`config.mk`:
```
export PLATFORM = sky130hd
export DESIGN_NAME = alarm_entry_ctrl
export DESIGN_NICKNAME = d
export VERILOG_FILES = /design/src/rtl/alarm_entry_ctrl.sv
export SDC_FILE = /design/constraint.sdc
export NUM_CORES = 1
export LEC_CHECK = 0
export ABC_AREA = 1
export CORE_MARGIN = 2
export CORE_UTILIZATION = 30
export CTS_CLUSTER_SIZE = 12
export DETAILED_ROUTE_END_ITERATION = 10
export GPL_TIMING_DRIVEN = 0
export SLEW_MARGIN = 20
export SYNTH_ARGS = -nofsm -noshare
export SYNTH_HDL_FRONTEND = slang
export SYNTH_SLANG_ARGS = --single-unit
```
`constraint.sdc`:
```
create_clock -name clock -period 1.5 [get_ports clock]
set_clock_uncertainty 0.05 [all_clocks]
set_input_delay 0.375 -clock clock [delete_from_list [all_inputs] [get_ports clock]]
set_output_delay 0.375 -clock clock [all_outputs]
set_load 0.03 [all_outputs]
```
`src/rtl/alarm_entry_ctrl.sv`:
```
// Keypad entry controller: collects up to four BCD digits, validates them as HH:MM,
// and commits them to the alarm register or the time counter with one-cycle strobes.
module alarm_entry_ctrl #(
    parameter int TIMEOUT_S = 10
) (
    input  logic       clock,
    input  logic       reset,
    input  logic       one_second,
    input  logic       key_valid,
    input  logic [3:0] key,
    input  logic       alarm_button,
    input  logic       time_button,
    output logic [3:0] new_ms_hr,
    output logic [3:0] new_ls_hr,
    output logic [3:0] new_ms_min,
    output logic [3:0] new_ls_min,
    output logic       load_new_alarm,
    output logic       load_new_time,
    output logic       show_alarm,
    output logic       show_new_time,
    output logic       entry_error
);

    typedef enum logic {IDLE, ENTRY} state_t;

    localparam logic [5:0] T_LAST = 6'(TIMEOUT_S - 1);

    state_t     state;
    logic [5:0] tcount;
    logic       alarm_prev;
    logic       time_prev;

    logic digit;
    logic alarm_edge;
    logic time_edge;
    logic entry_ok;

    always_comb begin
        digit      = key_valid && (key <= 4'd9);
        alarm_edge = alarm_button && !alarm_prev;
        time_edge  = time_button && !time_prev;
        entry_ok   = (new_ms_hr <= 4'd2) &&
                     ((new_ms_hr != 4'd2) || (new_ls_hr <= 4'd3)) &&
                     (new_ms_min <= 4'd5);
    end

    always_ff @(posedge clock) begin
        if (reset) begin
            state          <= IDLE;
            tcount         <= '0;
            alarm_prev     <= 1'b0;
            time_prev      <= 1'b0;
            new_ms_hr      <= '0;
            new_ls_hr      <= '0;
            new_ms_min     <= '0;
            new_ls_min     <= '0;
            load_new_alarm <= 1'b0;
            load_new_time  <= 1'b0;
            show_alarm     <= 1'b0;
            show_new_time  <= 1'b0;
            entry_error    <= 1'b0;
        end else begin
            alarm_prev     <= alarm_button;
            time_prev      <= time_button;
            load_new_alarm <= 1'b0;
            load_new_time  <= 1'b0;
            entry_error    <= 1'b0;

            // display flags track the state being entered, so they line up with it
            case (state)
                IDLE: begin
                    show_alarm    <= alarm_button;
                    show_new_time <= 1'b0;
                    if (digit) begin
                        new_ms_hr     <= '0;
                        new_ls_hr     <= '0;
                        new_ms_min    <= '0;
                        new_ls_min    <= key;
                        tcount        <= '0;
                        state         <= ENTRY;
                        show_alarm    <= 1'b0;
                        show_new_time <= 1'b1;
                    end
                end

                ENTRY: begin
                    show_alarm    <= 1'b0;
                    show_new_time <= 1'b1;
                    if (alarm_edge || time_edge) begin
                        state         <= IDLE;
                        show_new_time <= 1'b0;
                        if (!entry_ok)
                            entry_error <= 1'b1;
                        else if (alarm_edge)
                            load_new_alarm <= 1'b1;
                        else
                            load_new_time <= 1'b1;
                    end else if (digit) begin
                        new_ms_hr  <= new_ls_hr;
                        new_ls_hr  <= new_ms_min;
                        new_ms_min <= new_ls_min;
                        new_ls_min <= key;
                        tcount     <= '0;
                    end else if (one_second) begin
                        if (tcount == T_LAST) begin
                            // abandoned entry: discard silently
                            new_ms_hr     <= '0;
                            new_ls_hr     <= '0;
                            new_ms_min    <= '0;
                            new_ls_min    <= '0;
                            tcount        <= '0;
                            state         <= IDLE;
                            show_new_time <= 1'b0;
                        end else begin
                            tcount <= tcount + 6'd1;
                        end
                    end
                end

                default: state <= IDLE;
            endcase
        end
    end

endmodule

```
==> metrics.csv, run 1 <==
metric;value;unit
synthTopCellsByArea;dfxtp_1 (40%), nand2_1 (12%), inv_1 (9.6%);
diodes;0;
worstSetupPathType;reg -> out;
grt_usage;14.0;%
portBuffers;28;
fin_nets;271;
setup_violations;0;
h-tree-depth;2;
syn_nets;227;
syn-instance-count;215;
drc;0;
critPathMaxStageDelay;410;ps
dp_hpwl;2.47;mm
io_pins;31;
yosys.area.top_type;dfxtp_1;
relSlewSlack;69.2;%
grt_max_degree;11;
netlist.area_leader.share;40.1;%
outcome;complete, no violations;
cts_inserted_buffers;5;
nFillCells;505;
drtAntennaViolNets;0;
power_density;983;nW/um2
routed-via-count;1478;
rows;25;
initial_utilization;30.8;%
min_period;1460;ps
layout-drive-gt1-share;16.2;%
startpoint_type;flip-flop;
ys_types;23;
drt_pass1_iterations;4;
die_h;73.4;um
cts_tree;built;
crit_buf_inv;1;
final_cells;313;
critPathSlowestCell;dlygate4sd2_1;
cts-hold-fix-buffers;0;
cp_data_arrival_time;1040;ps
report.final.slew_viol_count;0;
fmax;684;MHz
synth_area;1450;um2
coreArea;4690;um2
worst_slew_pin_slew;462;ps
cpLargestDelayFamily;buffers and inverters;
synth.yosys.warnings;0;
fin_ws;38.3;ps
endpoint_kind;output pin;
die_x;73.4;um
drt_iter0_drc;61;
hold_class;in -> reg;
cts_root_buf;clkbuf_8;
cp_max_fo;3;
drt_wl_total;3.66;mm
avgViaCountPerCell;4.72;
syn_area_per_cell;6.73;um2
yosys_register_bits;29;
maxCapViolations;0;
antenna_found_initial;0;
ys_seq_area_share;40.1;%
dieArea;5390;um2
place_inst;297;
hold_violations;0;
finalCritPeriodShare;97.4;%
grt_pass1_vias;1226;
regArea;583;um2
grt_overflow;0;
crit_chain;dlygate4sd2_1;
clockBufferDepth;2;
hold_ws;310;ps
critPathRequiredTime;1070;ps
ir_worst_vdd;358;uV
clk_latency;280;ps
leakage;0.982;nW
tns;0;ps
grt_pass1_wl;5.65;mm
area_growth;40.4;%
clock-sinks;29;
routedWlPerCell;11.7;um
routabilityCongestion;0.849;
clk_pin_slew;60;ps
multi_input_area;721;um2
place_ws;-621;ps
[per-layer routing]
layer	vias to the layer above	GRT usage (%)	part of all wire, %
li1	761	-	-
met1	677	18.0	49
met2	35	21.8	45
met3	5	3.43	4.0
met4	0	6.67	1.9
met5	-	0	0
[worst paths after layout]
kind                  from            end  slack [ps]  cells after the start
max          new_ms_min[1]  new_ms_min[1]          40                      1
min            time_button      time_prev         310                      3
max reg2reg      tcount[1]   new_ms_hr[2]         110                      9
min reg2reg      tcount[3]      tcount[3]         440                      2
[synthesized netlist by cell type]
cell,n
buf_4,2
buf_2,3
nor2b_1,1
buf_1,1
nand3_4,1
nand3_1,19
buf_6,1
a21oi_1,5
o21ai_4,1
dfxtp_1,29
nor4_1,1
inv_1,37
clkbuf_1,3
nand3b_1,1
xor2_1,1
nand2_2,3
o21ai_0,3
nor3b_1,1
nand4_1,17
nor3_1,3
ha_1,2
nand2_1,47
nor2_1,33
[timing repair]
item,in CTS,in global routing
pin swaps,2,9
cloned,0,2
gates resized for setup,33,32
endpoints found under the setup margin,44,32
buffers inserted,2,5
[layout make-up]
type | instances | area share (%)
buffer | 10 | 3.57
tap | 54 | 3.33
inverter | 37 | 6.84
timing repair buffer | 37 | 17.8
sequential | 29 | 28.7
multi-input combinational | 139 | 35.5
clock buffer | 7 | 4.25
[report_power, final]
group          switching, mW  internal [mW]
Combinational          0.302          0.195
Sequential            0.0358          0.821
Clock                  0.280          0.363
Total                  0.618           1.38
[registers in the layout, indices dropped and copies added (netlist names), 4 cells and up]
| name | cells |
|---|---|
| new_ls_min | 4 |
| tcount | 6 |
| new_ls_hr | 4 |
| new_ms_hr | 4 |
| new_ms_min | 4 |
[cell families after synthesis]
family	after synthesis	synth area share, %
flops	29	40.1
simple gates	127	40.1
fa+ha+maj	2	1.73
buf+inv	47	13.5
compound gates	9	3.89
xor+xnor	1	0.606
[through the flow]
step / area (um2) / power [mW] / util [%]
5_1_grt: 2030 / 2.10 / 43.3
6_report: 2030 / 2.00 / 43.3
3_5_place_dp: 1790 / 1.33 / 38.2
4_1_cts: 1890 / 1.95 / 40.3
2_1_floorplan: 1450 / 1.17 / -
3_3_place_gp: 1790 / 1.33 / 38.2
[cell usage in the layout (no fill, tap or decap), drive strengths merged]
master	Yosys	final
nand2	50	50
nand3	20	20
nor2	33	33
clkdlybuf4s15	0	11
nand4	17	17
dlygate4sd2	0	10
nor3	3	3
clkbuf	3	15
a21oi	5	5
ha	2	2
o21ai	4	4
nor3b	1	1
dfxtp	29	29
nand3b	1	1
xor2	1	1
nor4	1	1
dlymetal6s2s	0	2
buf	7	14
nor2b	1	1
clkdlybuf4s50	0	2
inv	37	37
Power figures use the tool's default switching activity.
==> run 2, diff against run 1 <==
DONT_BUFFER_PORTS = 1   (was not set)
==> metrics.csv, run 2 (synthesis results as in run 1) <==
metric;value;unit
outcome;complete, no violations;
crit_start;tcount[0];
place_ws;-178;ps
setup_violations;0;
crit_buf_inv;1;
final_cell_mix;nand2_1 (47), inv_1 (37), nor2_1 (33);
h-tree-depth;2;
hold_class;in -> reg;
endpoint_kind;flip-flop;
final_common_cell;nand2_1;
ir_worst_vdd;455;uV
drt_pass1_iterations;4;
worst_slew_pin_slew;439;ps
fin_nets;234;
postCtsSetupRepairBufs;0;
routed-via-count;1292;
clk_latency;280;ps
crit_chain;ha_1 > nand3_1 > nand3_2 > nand3_4 > buf_6 > nor2_1 > nor2_1;
diodes;0;
area_growth;11.8;%
coreArea;4690;um2
r2r-start;tcount[0];
maxCapViolations;0;
dp_hpwl;2.47;mm
antenna_found_initial;0;
drc;0;
critPathSlowestCell;dfxtp_1;
clock-sinks;29;
avgViaCountPerCell;4.66;
post_cts_resize_count;3;
grt_usage;13.9;%
grt_setup_unrepaired;yes;
cp_data_arrival_time;1480;ps
final_cells;277;
grt_pass1_vias;1215;
rows;25;
hp-start;time_button;
hold_ws;155;ps
routedWlPerCell;11.9;um
largest-register;tcount;
r2r_cells;7;
finalPower;1.83;mW
fin_ws;140;ps
io_pins;31;
nFillCells;514;
routabilityCongestion;0.817;
hold_violations;0;
finalCritPeriodShare;90.6;%
critical_path.most_common_cell;nor2_1;
cts-hold-fix-buffers;0;
fmax;735;MHz
leakage;0.743;nW
dieArea;5390;um2
grt_max_degree;11;
largest_reg_flops;6;
cpLargestDelayFamily;simple AND/OR/NAND/NOR gates;
portBuffers;0;
critPathRequiredTime;1620;ps
die_x;73.4;um
critPathMaxStageDelay;400;ps
relSlewSlack;70.7;%
initial_utilization;30.8;%
place_inst;269;
cts_root_buf;clkbuf_8;
grt_overflow;0;
power_density;1130;nW/um2
multi_input_area;676;um2
regArea;586;um2
cp.depth;7;
drtAntennaViolNets;0;
cts_tree;built;
cts_inserted_buffers;5;
min_period;1360;ps
layout-drive-gt1-share;9.87;%
report.final.slew_viol_count;0;
die_h;73.4;um
cp_max_fo;10;
worstSetupPathType;reg -> reg;
grt_pass1_wl;5.62;mm
drt_iter0_drc;49;
clk_pin_slew;60;ps
drt_wl_total;3.30;mm
whs_path_depth;2;
startpoint_type;flip-flop;
clockBufferDepth;2;
-- run 2: cell types whose count changed in the layout (fill, tap and decap cells not counted), moves of 3 or more --
cell | before | now
dlygate4sd2_1 | 10 | 0
buf_4 | 10 | 3
nand2_4 | 3 | 0
nor2_2 | 3 | 0
nor2_1 | 30 | 33
clkdlybuf4s15_1 | 10 | 0
-- run 2: report_power, final --
group	switching, mW	leakage [nW]	internal (mW)
logic	0.173	0.460	0.0970
clock network	0.291	0.0450	0.321
registers	0.129	0.238	0.820
total	0.593	0.743	1.24
-- run 2: layout make-up --
type,instances,share of cell area (%)
Buffer,10,4.10
Clock buffer,6,4.49
Clock inverter,2,0.619
Inverter,37,8.59
Multi-Input combinational cell,139,41.8
Sequential cell,29,36.2
Tap cell,54,4.18
-- run 2: worst reg2reg max path: cells and delay by family (launching register included) --
family	cells	cell delay (ps)
buffers and inverters	1	160
AND/OR/NAND/NOR	5	490
flip-flops	1	400
adder cells (fa/ha/maj)	1	170
-- run 2: stage by stage --
stage / util (%) / TNS (ps) / cell area (um2)
after CTS: 34.2 / 0 / 1600
after global routing: 34.5 / -63.2 / 1620
final: 34.5 / 0 / 1620
after detailed placement: 32.3 / -2420 / 1510
after floorplan: - / 0 / 1450
after global placement: 32.3 / -2210 / 1510
-- run 2: worst paths after layout --
path / slack (ps) / to
worst min register to register: 410 / tcount[3]
worst max register to register: 140 / new_ms_hr[0]
worst min-delay path: 150 / time_prev
worst max-delay path: 140 / new_ms_hr[0]
-- run 2: per-layer routing --
layer	vias up	track usage [%]	share of wire, %
li1	690	-	-
met1	560	18.5	47
met2	37	20.1	45
met3	5	4.94	7.4
met4	0	6.26	1.3
met5	-	0	0
==> run 3, diff against run 2 <==
CAP_MARGIN = 40   (was not set)
SLEW_MARGIN = not set   (was 20)
==> results of run 3 <==
No change in the layout: final DEF, timing and power equal those of run 2.
